**config.mk**
```make
export PLATFORM = sky130hd
export DESIGN_NAME = shift_unit_seq
export DESIGN_NICKNAME = d
export VERILOG_FILES = /design/src/rtl/shift_pkg.sv /design/src/rtl/shift_amt_sel.sv /design/src/rtl/shift_unit_seq.sv
export SDC_FILE = /design/constraint.sdc
export NUM_CORES = 1
export LEC_CHECK = 0
export ABC_AREA = 1
export CORE_MARGIN = 8
export CORE_UTILIZATION = 49
export CTS_CLUSTER_DIAMETER = 150
export CTS_CLUSTER_SIZE = 28
export DETAILED_ROUTE_END_ITERATION = 7
export PLACE_DENSITY_LB_ADDON = 0.3
export SETUP_SLACK_MARGIN = 0.05
export SLEW_MARGIN = 20
export SYNTH_ARGS = -nofsm -noshare
export SYNTH_HDL_FRONTEND = slang
export SYNTH_HIERARCHICAL = 1
export SYNTH_SLANG_ARGS = --single-unit
```
**constraint.sdc**
```tcl
create_clock -name i_clk -period 3 [get_ports i_clk]
set_input_delay 0.6 -clock i_clk [delete_from_list [all_inputs] [get_ports i_clk]]
set_output_delay 0.6 -clock i_clk [all_outputs]
set_load 0.02 [all_outputs]
```
**src/rtl/shift_pkg.sv**
```systemverilog
// rtl/shift_pkg.sv - shared encodings for the multicycle shift unit
// Purpose: op codes, amount-source selects and FSM state codes used by
//          shift_unit_seq and shift_amt_sel.
// Ports:   none (package).
package shift_pkg;

  localparam logic [2:0] SH_NOP  = 3'b000;
  localparam logic [2:0] SH_LOAD = 3'b001;
  localparam logic [2:0] SH_SLL  = 3'b010;
  localparam logic [2:0] SH_SRL  = 3'b011;
  localparam logic [2:0] SH_SRA  = 3'b100;
  localparam logic [2:0] SH_ROR  = 3'b101;
  localparam logic [2:0] SH_ROL  = 3'b110;
  localparam logic [2:0] SH_NOP2 = 3'b111;

  localparam logic [1:0] AMT_OFFSET = 2'b00;
  localparam logic [1:0] AMT_CONST  = 2'b01;
  localparam logic [1:0] AMT_REGB   = 2'b10;
  localparam logic [1:0] AMT_ZERO   = 2'b11;

  localparam logic [1:0] ST_IDLE  = 2'b00;
  localparam logic [1:0] ST_SHIFT = 2'b01;
  localparam logic [1:0] ST_DONE  = 2'b10;

  function automatic logic is_shift_op(input logic [2:0] op);
    return (op == SH_SLL) || (op == SH_SRL) || (op == SH_SRA) ||
           (op == SH_ROR) || (op == SH_ROL);
  endfunction

endpackage

```
**src/rtl/shift_amt_sel.sv**
```systemverilog
// rtl/shift_amt_sel.sv - combinational shift-amount source mux
// Purpose: picks the shift amount from the instruction offset field, a
//          constant, or register B; every select value gives a defined amount.
// Ports:   i_amt_sel  amount source select
//          i_offset   instruction immediate (amount in bits 10:6)
//          i_reg_b    register B (only the low SHAMT_W bits are used)
//          o_shamt    selected amount
module shift_amt_sel
  import shift_pkg::*;
#(
  parameter int DATA_W      = 32,
  parameter int SHAMT_W     = 5,
  parameter int CONST_SHAMT = 16
) (
  input  logic [1:0]         i_amt_sel,
  input  logic [15:0]        i_offset,
  input  logic [DATA_W-1:0]  i_reg_b,
  output logic [SHAMT_W-1:0] o_shamt
);

  // Upper source bits are deliberately dropped: the amount is mod DATA_W.
  logic w_unused_bits;
  assign w_unused_bits = ^{i_offset, i_reg_b};

  always_comb begin
    o_shamt = '0;
    case (i_amt_sel)
      AMT_OFFSET: o_shamt = SHAMT_W'(i_offset[10:6]);
      AMT_CONST:  o_shamt = SHAMT_W'(CONST_SHAMT);
      AMT_REGB:   o_shamt = i_reg_b[SHAMT_W-1:0];
      AMT_ZERO:   o_shamt = '0;
      default:    o_shamt = '0;
    endcase
  end

endmodule

```
**src/rtl/shift_unit_seq.sv**
```systemverilog
// rtl/shift_unit_seq.sv - multicycle logical/arithmetic/rotate shift unit
// Purpose: latches an operand and amount on an accepted start, then shifts
//          by up to STEP bits per cycle until the amount is consumed.
// Ports:   i_clk, i_reset (async, active-low)
//          i_start, i_op, i_amt_sel   request, operation, amount source
//          i_offset, i_reg_b          amount sources
//          i_data_in                  operand
//          o_busy, o_done             in progress / one-cycle completion
//          o_data_out, o_shamt_out    result register, latched amount
module shift_unit_seq
  import shift_pkg::*;
#(
  parameter int DATA_W      = 32,
  parameter int SHAMT_W     = 5,
  parameter int STEP        = 1,
  parameter int CONST_SHAMT = 16
) (
  input  logic               i_clk,
  input  logic               i_reset,
  input  logic               i_start,
  input  logic [2:0]         i_op,
  input  logic [1:0]         i_amt_sel,
  input  logic [15:0]        i_offset,
  input  logic [DATA_W-1:0]  i_reg_b,
  input  logic [DATA_W-1:0]  i_data_in,
  output logic               o_busy,
  output logic               o_done,
  output logic [DATA_W-1:0]  o_data_out,
  output logic [SHAMT_W-1:0] o_shamt_out
);

  // One extra bit so that STEP == DATA_W is representable.
  localparam int CNT_W = SHAMT_W + 1;

  logic [1:0]         r_state;
  logic [2:0]         r_op;
  logic [DATA_W-1:0]  r_data;
  logic [SHAMT_W-1:0] r_shamt;
  logic [SHAMT_W-1:0] r_rem;
  logic [SHAMT_W-1:0] w_amt;
  logic [CNT_W-1:0]   w_k;

  shift_amt_sel #(
    .DATA_W      (DATA_W),
    .SHAMT_W     (SHAMT_W),
    .CONST_SHAMT (CONST_SHAMT)
  ) u_amt_sel (
    .i_amt_sel (i_amt_sel),
    .i_offset  (i_offset),
    .i_reg_b   (i_reg_b),
    .o_shamt   (w_amt)
  );

  // Shift by k (1..DATA_W-1 in use); rotates recombine the bits pushed out.
  function automatic logic [DATA_W-1:0] step_shift(
    input logic [2:0]        op,
    input logic [DATA_W-1:0] d,
    input logic [CNT_W-1:0]  k
  );
    logic [CNT_W-1:0] kc;
    kc = CNT_W'(DATA_W) - k;
    case (op)
      SH_SLL:  return d << k;
      SH_SRL:  return d >> k;
      SH_SRA:  return $unsigned($signed(d) >>> k);
      SH_ROR:  return (d >> k) | (d << kc);
      SH_ROL:  return (d << k) | (d >> kc);
      default: return d;
    endcase
  endfunction

  assign w_k = ({1'b0, r_rem} > CNT_W'(STEP)) ? CNT_W'(STEP) : {1'b0, r_rem};

  always_ff @(posedge i_clk or negedge i_reset) begin
    if (!i_reset) begin
      r_state <= ST_IDLE;
      r_op    <= SH_NOP;
      r_data  <= '0;
      r_shamt <= '0;
      r_rem   <= '0;
    end else begin
      case (r_state)
        ST_IDLE: begin
          if (i_start) begin
            if (is_shift_op(i_op)) begin
              r_data  <= i_data_in;
              r_op    <= i_op;
              r_shamt <= w_amt;
              r_rem   <= w_amt;
              r_state <= ST_SHIFT;
            end else if (i_op == SH_LOAD) begin
              r_data  <= i_data_in;
              r_state <= ST_DONE;
            end
          end
        end
        ST_SHIFT: begin
          if (r_rem == '0) begin
            r_state <= ST_DONE;
          end else begin
            r_data <= step_shift(r_op, r_data, w_k);
            r_rem  <= r_rem - w_k[SHAMT_W-1:0];
          end
        end
        ST_DONE: r_state <= ST_IDLE;
        default: r_state <= ST_IDLE;
      endcase
    end
  end

  assign o_busy      = (r_state == ST_SHIFT);
  assign o_done      = (r_state == ST_DONE);
  assign o_data_out  = r_data;
  assign o_shamt_out = r_shamt;

endmodule

```
== Yosys cells after proc, flatten, opt, wreduce, memory -nomap -nowiden ==
Cells that the tools add are included.
Cells by class
  order comparisons: 1
  $add $sub $neg: 2
  bitwise logic cells: 2
  multipliers: 0
  reduce and logical (&&, ||, !) cells: 12
  shift operators: 5
  eq/ne operators: 22
  multiplexer cells: 17
  div/mod/pow operators: 0
Operators by type and width (count)
  case mux 32 bit (5 select lines): 1
  2-to-1 mux 32 bit: 4
  bitwise OR 32 bit: 2
  case mux 32 bit (2 select lines): 1
  left shift 32 x 5 -> 32 bit: 1
  left shift 32 x 6 -> 32 bit: 1
  right shift 32 x 5 -> 32 bit: 1
  right shift 32 x 6 -> 32 bit: 1
  >>> shifter 32 x 5 -> 32 bit: 1
  2-to-1 mux 5 bit: 4
  case mux 5 bit (4 select lines): 1
  equality test 3 bit, second input constant: 6
  equality test 3 x 2 -> 1 bit, second input constant: 4
  case mux 5 bit (2 select lines): 1
  2-to-1 mux 2 bit: 4
  equality test 2 bit, second input constant: 3
  != test 2 bit, second input constant: 3
  != test 6 x 1 -> 1 bit, second input constant: 1
  AND reduction 3 bit: 2
  subtractor 6 x 5 -> 6 bit, first input constant: 1
  > comparator 5 x 1 -> 1 bit, second input constant: 1
  zero test 5 bit: 1
  AND reduction 5 bit: 1
  subtractor 5 bit: 1
  other kinds (9): 14
Word-level totals
  bits in latches: 0
  logic and storage cells: 66
  RAM bits: 0
  memories: 0
  bits of input ports: 88
  register bits: 47
  bits in read-only memories: 0
  output and inout bits: 39

== Longest topological paths before layout ==
Gate-level depths: netlist of the first run.
  word-level depth: 8
  depth in mapped cells: 16

== Modules after synthesis ==
The synthesis of the first run kept the hierarchy.
Modules (own cells, without submodules)
  shift_unit_seq: sequential area each 1176.1 sq um, times used 1, area an instance 4415.5 sq um, cells each 769
  shift_amt_sel: sequential area each 0.0 sq um, times used 1, area an instance 77.6 sq um, cells each 18

== Least setup slack after synthesis of the first run ==
OpenSTA, ideal clock, no wires.
  path kind: reg2reg
  start point: register r_rem[3]
  end point: register r_data[21], in the netlist o_data_out[21]
  data required time: 2.934 ns
  path buffers: 4
  setup time: 0.066 ns
  cell stages (with the launch flop): 16
  slack: 0.655 ns
  arrival: 2.279 ns
  cells stage by stage: dfrtp_1 nor2_2 buf_4 nand2_4 nor2_8 buf_6 ha_1 clkbuf_1 inv_2 buf_1 nand3_1 o21ai_0 nand2_1 nand3_1 o211ai_1 nand2_1
Between the ends
  word-level cells in the longest chain between the ends: 8
RTL lines
  start, declared: line shift_unit_seq.sv:39  | logic [SHAMT_W-1:0] r_rem;
  start signal, assigned: line shift_unit_seq.sv:89  | r_rem <= w_amt;
  start signal, assigned: line shift_unit_seq.sv:102  | r_rem <= r_rem - w_k[SHAMT_W-1:0];
  > comparator 5 x 1 -> 1 bit: line shift_unit_seq.sv:72  | assign w_k = ({1'b0, r_rem} > CNT_W'(STEP)) ? CNT_W'(STEP) : {1'b0, r_rem};
  2-to-1 mux 5 bit: line shift_unit_seq.sv:72
  subtractor 6 x 5 -> 6 bit: line shift_unit_seq.sv:61  | kc = CNT_W'(DATA_W) - k;
  right shift 32 x 6 -> 32 bit or left shift 32 x 6 -> 32 bit (tied branches): line shift_unit_seq.sv:67, shift_unit_seq.sv:66
  bitwise OR 32 bit (on tied branches): line shift_unit_seq.sv:67, shift_unit_seq.sv:66
  case mux 32 bit (5 select lines): line shift_unit_seq.sv:62  | case (op)
  2-to-1 mux 32 bit: line shift_unit_seq.sv:98  | if (r_rem == '0) begin
  case mux 32 bit (2 select lines): line shift_unit_seq.sv:82  | case (r_state)
  end signal, assigned: line shift_unit_seq.sv:86  | r_data <= i_data_in;
  end signal, assigned: line shift_unit_seq.sv:92  | r_data <= i_data_in;
  end signal, assigned: line shift_unit_seq.sv:101  | r_data <= step_shift(r_op, r_data, w_k);
  end, declared: line shift_unit_seq.sv:37  | logic [DATA_W-1:0] r_data;
Parallel ways exist; a longest one is shown, timed or not. The select of a mux whose other input is x is not followed.
A chain may end at the register's enable or synchronous reset.

== Worst setup path in the final report of the first run ==
  start point: register r_state[1]
  end point: output o_busy
Between the ends
  word-level cells in the longest chain between the ends: 1
RTL lines
  start, declared: line shift_unit_seq.sv:35  | logic [1:0] r_state;
  start signal, assigned: line shift_unit_seq.sv:76  | r_state <= ST_IDLE;
  start signal, assigned: line shift_unit_seq.sv:90  | r_state <= ST_SHIFT;
  start signal, assigned: line shift_unit_seq.sv:93  | r_state <= ST_DONE;
  equality test 2 x 1 -> 1 bit: line shift_unit_seq.sv:111  | assign o_busy = (r_state == ST_SHIFT);
  end, declared: line shift_unit_seq.sv:26  | output logic o_busy,
No other way between the ends.

==> results of run 1 <==
-- cell type report --
type / count / share of cell area
Multi-Input combinational cell: 620 / 0.507
Sequential cell: 47 / 0.211
Timing Repair Buffer: 106 / 0.187
Inverter: 77 / 0.0520
Tap cell: 111 / 0.0250
Clock buffer: 6 / 0.0148
Clock inverter: 2 / 0.00292
-- final timing paths --
path                                   to  startpoint
min                         o_data_out[5]     i_reset
max                                o_busy  r_state[1]
min reg2reg                    r_state[1]  r_state[1]
max reg2reg                 o_data_out[7]    r_rem[0]
max in group asynchronous  o_data_out[19]     i_reset
min in group i_clk             r_state[1]  r_state[1]
-- report_power, final --
| group | total (uW) | internal, uW | switching [uW] |
|---|---|---|---|
| Sequential | 1280 | 954 | 329 |
| Combinational | 5480 | 1870 | 3610 |
| Clock | 435 | 189 | 246 |
-- cells by family after synthesis --
group / Yosys count
buffers and inverters: 120
other: 1
and+or+nand+nor: 513
DFF: 47
AOI/OAI and AO/OA: 101
adders and majority gates: 2
muxes: 3
-- sequential cells by signal (all words and copies together), names as in the netlist --
register / cells
o_shamt_out: 5
r_rem: 5
r_op: 3
o_data_out: 32
r_state: 2
-- routing by layer --
| metal | global-route usage | wire length, um | vias up |
|---|---|---|---|
| li1 | - | - | 2664 |
| met1 | 0.323 | 6760 | 2498 |
| met2 | 0.441 | 7890 | 235 |
| met3 | 0.0492 | 1460 | 27 |
| met4 | 0.0793 | 293 | 0 |
| met5 | 0 | 0 | - |
-- worst max-delay path: cells and delay by family (launching register included) --
family	cells	cell delay [ns]
buffers and inverters	3	0.88
AND/OR/NAND/NOR	1	0.28
flip-flops	1	0.42
-- synth_stat cells (all sizes together) --
library cell	instances
nand2	306
nand3	101
inv	77
nor2	72
o21ai	61
dfrtp	47
buf	28
a21oi	15
clkbuf	15
or2	12
nand4	10
o211ai	10
nor3	9
a31oi	4
a211oi	2
a22o	2
ha	2
mux2	2
nand3b	2
o211a	2
o22ai	2
conb	1
mux2i	1
nor4	1
o2111ai	1
o21bai	1
o32ai	1
-- through the flow --
step	setup slack, ns	utilization	total power (uW)	instance area (um^2)
floorplan	0.655	-	4940	4490
global placement	0.667	0.602	6580	5460
detailed placement	0.629	0.602	6680	5460
CTS	0.510	0.613	7130	5560
global route	0.385	0.614	7840	5560
finish	0.509	0.614	7200	5560
==> impl_metrics.yaml, run 1 <==
cts:
  cts_buffers: 5
  insertion_delay_ns: 0.31
  cts_tree: "yes"
  path_clk_slew_ns: 0.10
  cts.repair.resized: 0
  cts.sinks: 47
  htreeDepth: 2
  post-cts-setup-buffers: 0
  clockBufferDepth: 2
  hold_buffers: 0
  cts_root_buf: "clkbuf_8"
global_route:
  grt-ovfl-total: 0
  antenna_found_initial: 0
  grt_max_degree: 61
  grt_pass1_vias: 5293
  grtUsageTotal: 0.259
  grt_pass1_wl_um: 26300
critical_path:
  cp-start-kind: "register"
  critPathRequiredTime_ns: 2.40
  arrival_ns: 1.89
  crit_top_cell: "inv_2"
  ff2ff_path_depth: 9
  end_kind: "output pin"
  crit_chain: "inv_2 -> nand2_1 -> inv_2 -> clkdlybuf4s50_1"
  slowest_stage: "clkdlybuf4s50_1"
  crit_path_max_incr_delay_ns: 0.62
  rrSetupSlack_ns: 0.56
  crit_fanout: 9
  worstSetupPathType: "reg2out"
synth:
  synth.distinct_cells: 40
  synthTopCellsByArea: "dfrtp_1, nand2_1, nand3_1"
  yosysWarnings: 6
  synth_top_area_share: 0.262
  synth_xor_area_frac: 0
  yosysSeqAreaShare: 0.262
  muxShareOfSynthArea: 0.00724
  syn-cell-area_mm2: 0.00449
  ys_seq_elements: 47
  synth_top_family_by_area: "simple AND/OR/NAND/NOR gates"
  synth_cells: 787
  synth_fa_ha_area_frac: 0.00557
  yosys.area_share.simple: 0.487
  synth_nets: 877
  syn_avg_cell_area_um2: 5.71
  yosys.area.top_type: "dfrtp_1"
  synth_compound_area_frac: 0.127
drt:
  drc_errors: 0
  first_iter_violations: 398
  wire_per_inst_um: 16.9
  drtAntennaViolNets: 0
  drtPass1Iterations: 5
  avgViaCountPerCell: 5.60
  num_vias: 5424
  wl_um: 16400
floorplan:
  die_width_um: 112
  core_area_mm2: 0.00906
  row_count: 35
  dieArea_mm2: 0.0125
  io_pins: 127
  initial_core_util: 0.496
  dieHeight_um: 112
placement:
  hpwlAfterDp_um: 12400
  place.gp.congestion: 0.979
  port_buffers: 88
  dp_cells: 961
sta:
  hold_violations: 0
  worstMarginPinSlew_ns: 0.617
  fin_skew_ns: 0.0144
  setup_viol: 0
  setup-tns-final_ns: 0
  drv_slew: 0
  hold_slack_ns: 0.308
  clock.fmax_mhz: 401
  fin_crit_ns: 2.49
  slew_headroom: 0.589
  fin_crit_sh: 0.830
  rsz0062_at_grt: "no"
layout:
  multi_input_area_mm2: 0.00282
  nets: 947
  final_layout_size_suffix_gt1_frac: 0.0653
  final_common_cell: "nand2_1"
  instances_no_fill: 969
  final_cell_mix: "nand2_1, nand3_1, clkdlybuf4s50_1, inv_1, nor2_1"
  syn_to_final_growth_pct: 23.8
  fill_cells: 934
  seq_area_mm2: 0.00118
  antenna_cells: 0
power_and_ir_drop:
  leakage_uw: 0.00283
  peakVddDrop_uv: 980
  powerDensity_mw_per_mm2: 1290
job:
  maxCapViolCount: 0
hold_path:
  hold_class: "in2async"
status:
  status: "completed"
(Power assumes the default switching activity.)
==> run 2, diff against run 1 <==
CORE_UTILIZATION = 45   (was 49)
clock period = 2.02 ns   (was 3 ns; I/O delays follow)
==> impl_metrics.yaml, run 2 (same netlist as run 1, synthesis figures left out) <==
status:
  status: "completed"
drt:
  first_iter_violations: 554
  num_vias: 6063
  drtAntennaViolNets: 0
  wire_per_inst_um: 18.9
  avgViaCountPerCell: 5.74
  drc_errors: 0
  drtPass1Iterations: 7
  wl_um: 19900
floorplan:
  initial_core_util: 0.462
  dieHeight_um: 116
  core_area_mm2: 0.00973
  dieArea_mm2: 0.0134
  row_count: 36
  io_pins: 127
  die_width_um: 116
critical_path:
  crit_fanout: 7
  crit_start: "r_rem[1]"
  crit_cells: 12
  critPathTopFamily: "buffers and inverters"
  end_kind: "register"
  worstSetupPathType: "reg2reg"
  critPathRequiredTime_ns: 2.23
  regToRegStartpoint: "r_rem[1]"
  crit_chain: "nor2_4 -> buf_6 -> nand3_4 -> buf_12 -> nand2_8 -> nand2_4 -> nand2_4 -> nor2_4 -> clkinv_4 -> clkbuf_16 -> a21oi_2 -> a21oi_1"
  ff2ff_path_depth: 12
  crit_path_max_incr_delay_ns: 0.41
  cp_num_buf_inv: 4
  slowest_stage: "dfrtp_1"
  arrival_ns: 2.19
  cp-start-kind: "register"
global_route:
  antenna_found_initial: 0
  grt_max_degree: 46
  grtUsageTotal: 0.267
  grt_pass1_wl_um: 28200
  grt_pass1_vias: 5579
  grt-ovfl-total: 0
power_and_ir_drop:
  swShare: 0.549
  p_comb_frac: 0.808
  power_frac_clock: 0.053
  p_int_uw: 6300
  leakage_uw: 0.00334
  p_total_uw: 14000
  p_seq_frac: 0.139
  peakVddDrop_uv: 1610
  powerDensity_mw_per_mm2: 2050
  switchingPower_uw: 7670
cts:
  path_clk_slew_ns: 0.10
  hold_buffers: 0
  htreeDepth: 2
  cts_buffers: 5
  clockBufferDepth: 2
  cts_tree: "yes"
  cts.sinks: 47
  cts_root_buf: "clkbuf_8"
  insertion_delay_ns: 0.32
placement:
  port_buffers: 88
  hpwlAfterDp_um: 13500
  pre_cts_ws_ns: -0.0752
  place.gp.congestion: 0.998
sta:
  fin_crit_ns: 1.98
  fin_skew_ns: 0.00576
  setup-tns-final_ns: 0
  fin_crit_sh: 0.979
  worstMarginPinSlew_ns: 0.529
  slew_headroom: 0.647
  rsz0062_at_grt: "yes"
  layout_setup_ws_ns: 0.0424
  drv_slew: 0
  hold_violations: 0
  hold_slack_ns: 0.0424
  clock.fmax_mhz: 506
  setup_viol: 0
job:
  maxCapViolCount: 0
layout:
  final_cell_mix: "nand2_1, clkdlybuf4s50_1, nand3_1, inv_1, nor2_1"
  largest_reg_flops: 32
  syn_to_final_growth_pct: 51.6
  utilization: 0.700
  final_common_cell: "nand2_1"
  nets: 1012
  antenna_cells: 0
  fill_cells: 886
  final_layout_size_suffix_gt1_frac: 0.226
hold_path:
  hold_class: "in2async"
==> run 2: changes by cell type in the layout (fill, tap and decap cells not counted), moves of 8 or more <==
cell and delta:
buf_4 +34, nand3_2 +16, nand2_1 -44, nand2_2 +35, clkbuf_16 +9, nor2_1 -11
nand2_4 +8, buf_6 +12, nand3_1 -17
==> run 2: power groups by stage <==
stage / Combinational (uW) / Clock (uW) / Sequential [uW]
floorplan: 5280 / 0 / 2230
global placement: 8720 / 0 / 1870
detailed placement: 8900 / 0 / 1890
CTS: 8960 / 760 / 1880
global route: 12100 / 787 / 1990
finish: 11300 / 746 / 1940
==> run 2: cell type report <==
class | instances | area [um^2] | area share
clock buffer | 5 | 68.8 | 0.0101
clock inverter | 3 | 43.8 | 0.00643
inverter | 77 | 307 | 0.0450
multi-input combinational | 620 | 3230 | 0.474
sequential | 47 | 1180 | 0.173
tap | 133 | 166 | 0.0244
timing repair buffer | 169 | 1790 | 0.263
timing repair inverter | 2 | 25.0 | 0.00367
==> run 2: through the flow <==
stage | area [um^2] | instances
after CTS | 5960 | 1024
after global placement | 5840 | 1016
final | 6810 | 1056
after floorplan | 4570 | 787
after global routing | 6810 | 1056
after detailed placement | 5840 | 1016
==> run 2: what timing repair did <==
| action | 4_1_cts | 5_1_grt |
|---|---|---|
| pin swaps | 0 | 37 |
| setup buffers | 0 | 19 |
| gates cloned | 0 | 14 |
| gates resized for setup | 4 | 125 |
| setup endpoints to repair | 21 | 31 |
==> run 2: layer usage <==
| layer | part of all wire | GRT usage |
|---|---|---|
| met1 | 0.39 | 0.337 |
| met3 | 0.11 | 0.0610 |
| met4 | 0.046 | 0.105 |
| met2 | 0.46 | 0.432 |
| met5 | 0 | 0 |
==> run 2: worst register-to-register path, cell delays in order (launching register included) <==
cell and delay, ns:
dfrtp_1 0.41, nor2_4 0.06, buf_6 0.12, nand3_4 0.18, buf_12 0.18, nand2_8 0.06
nand2_4 0.07, nand2_4 0.06, nor2_4 0.17, clkinv_4 0.17, clkbuf_16 0.21, a21oi_2 0.10
a21oi_1 0.07
==> run 2: path summary, 6_finish.rpt <==
| kind | slack (ns) | endpoint |
|---|---|---|
| max | 0.04 | o_data_out[25] |
| min | 0.04 | o_data_out[24] |
| max reg2reg | 0.04 | o_data_out[25] |
| min reg2reg | 0.51 | o_shamt_out[3] |
| max in group asynchronous | 1.41 | r_rem[0] |
| min in group i_clk | 0.51 | o_shamt_out[3] |
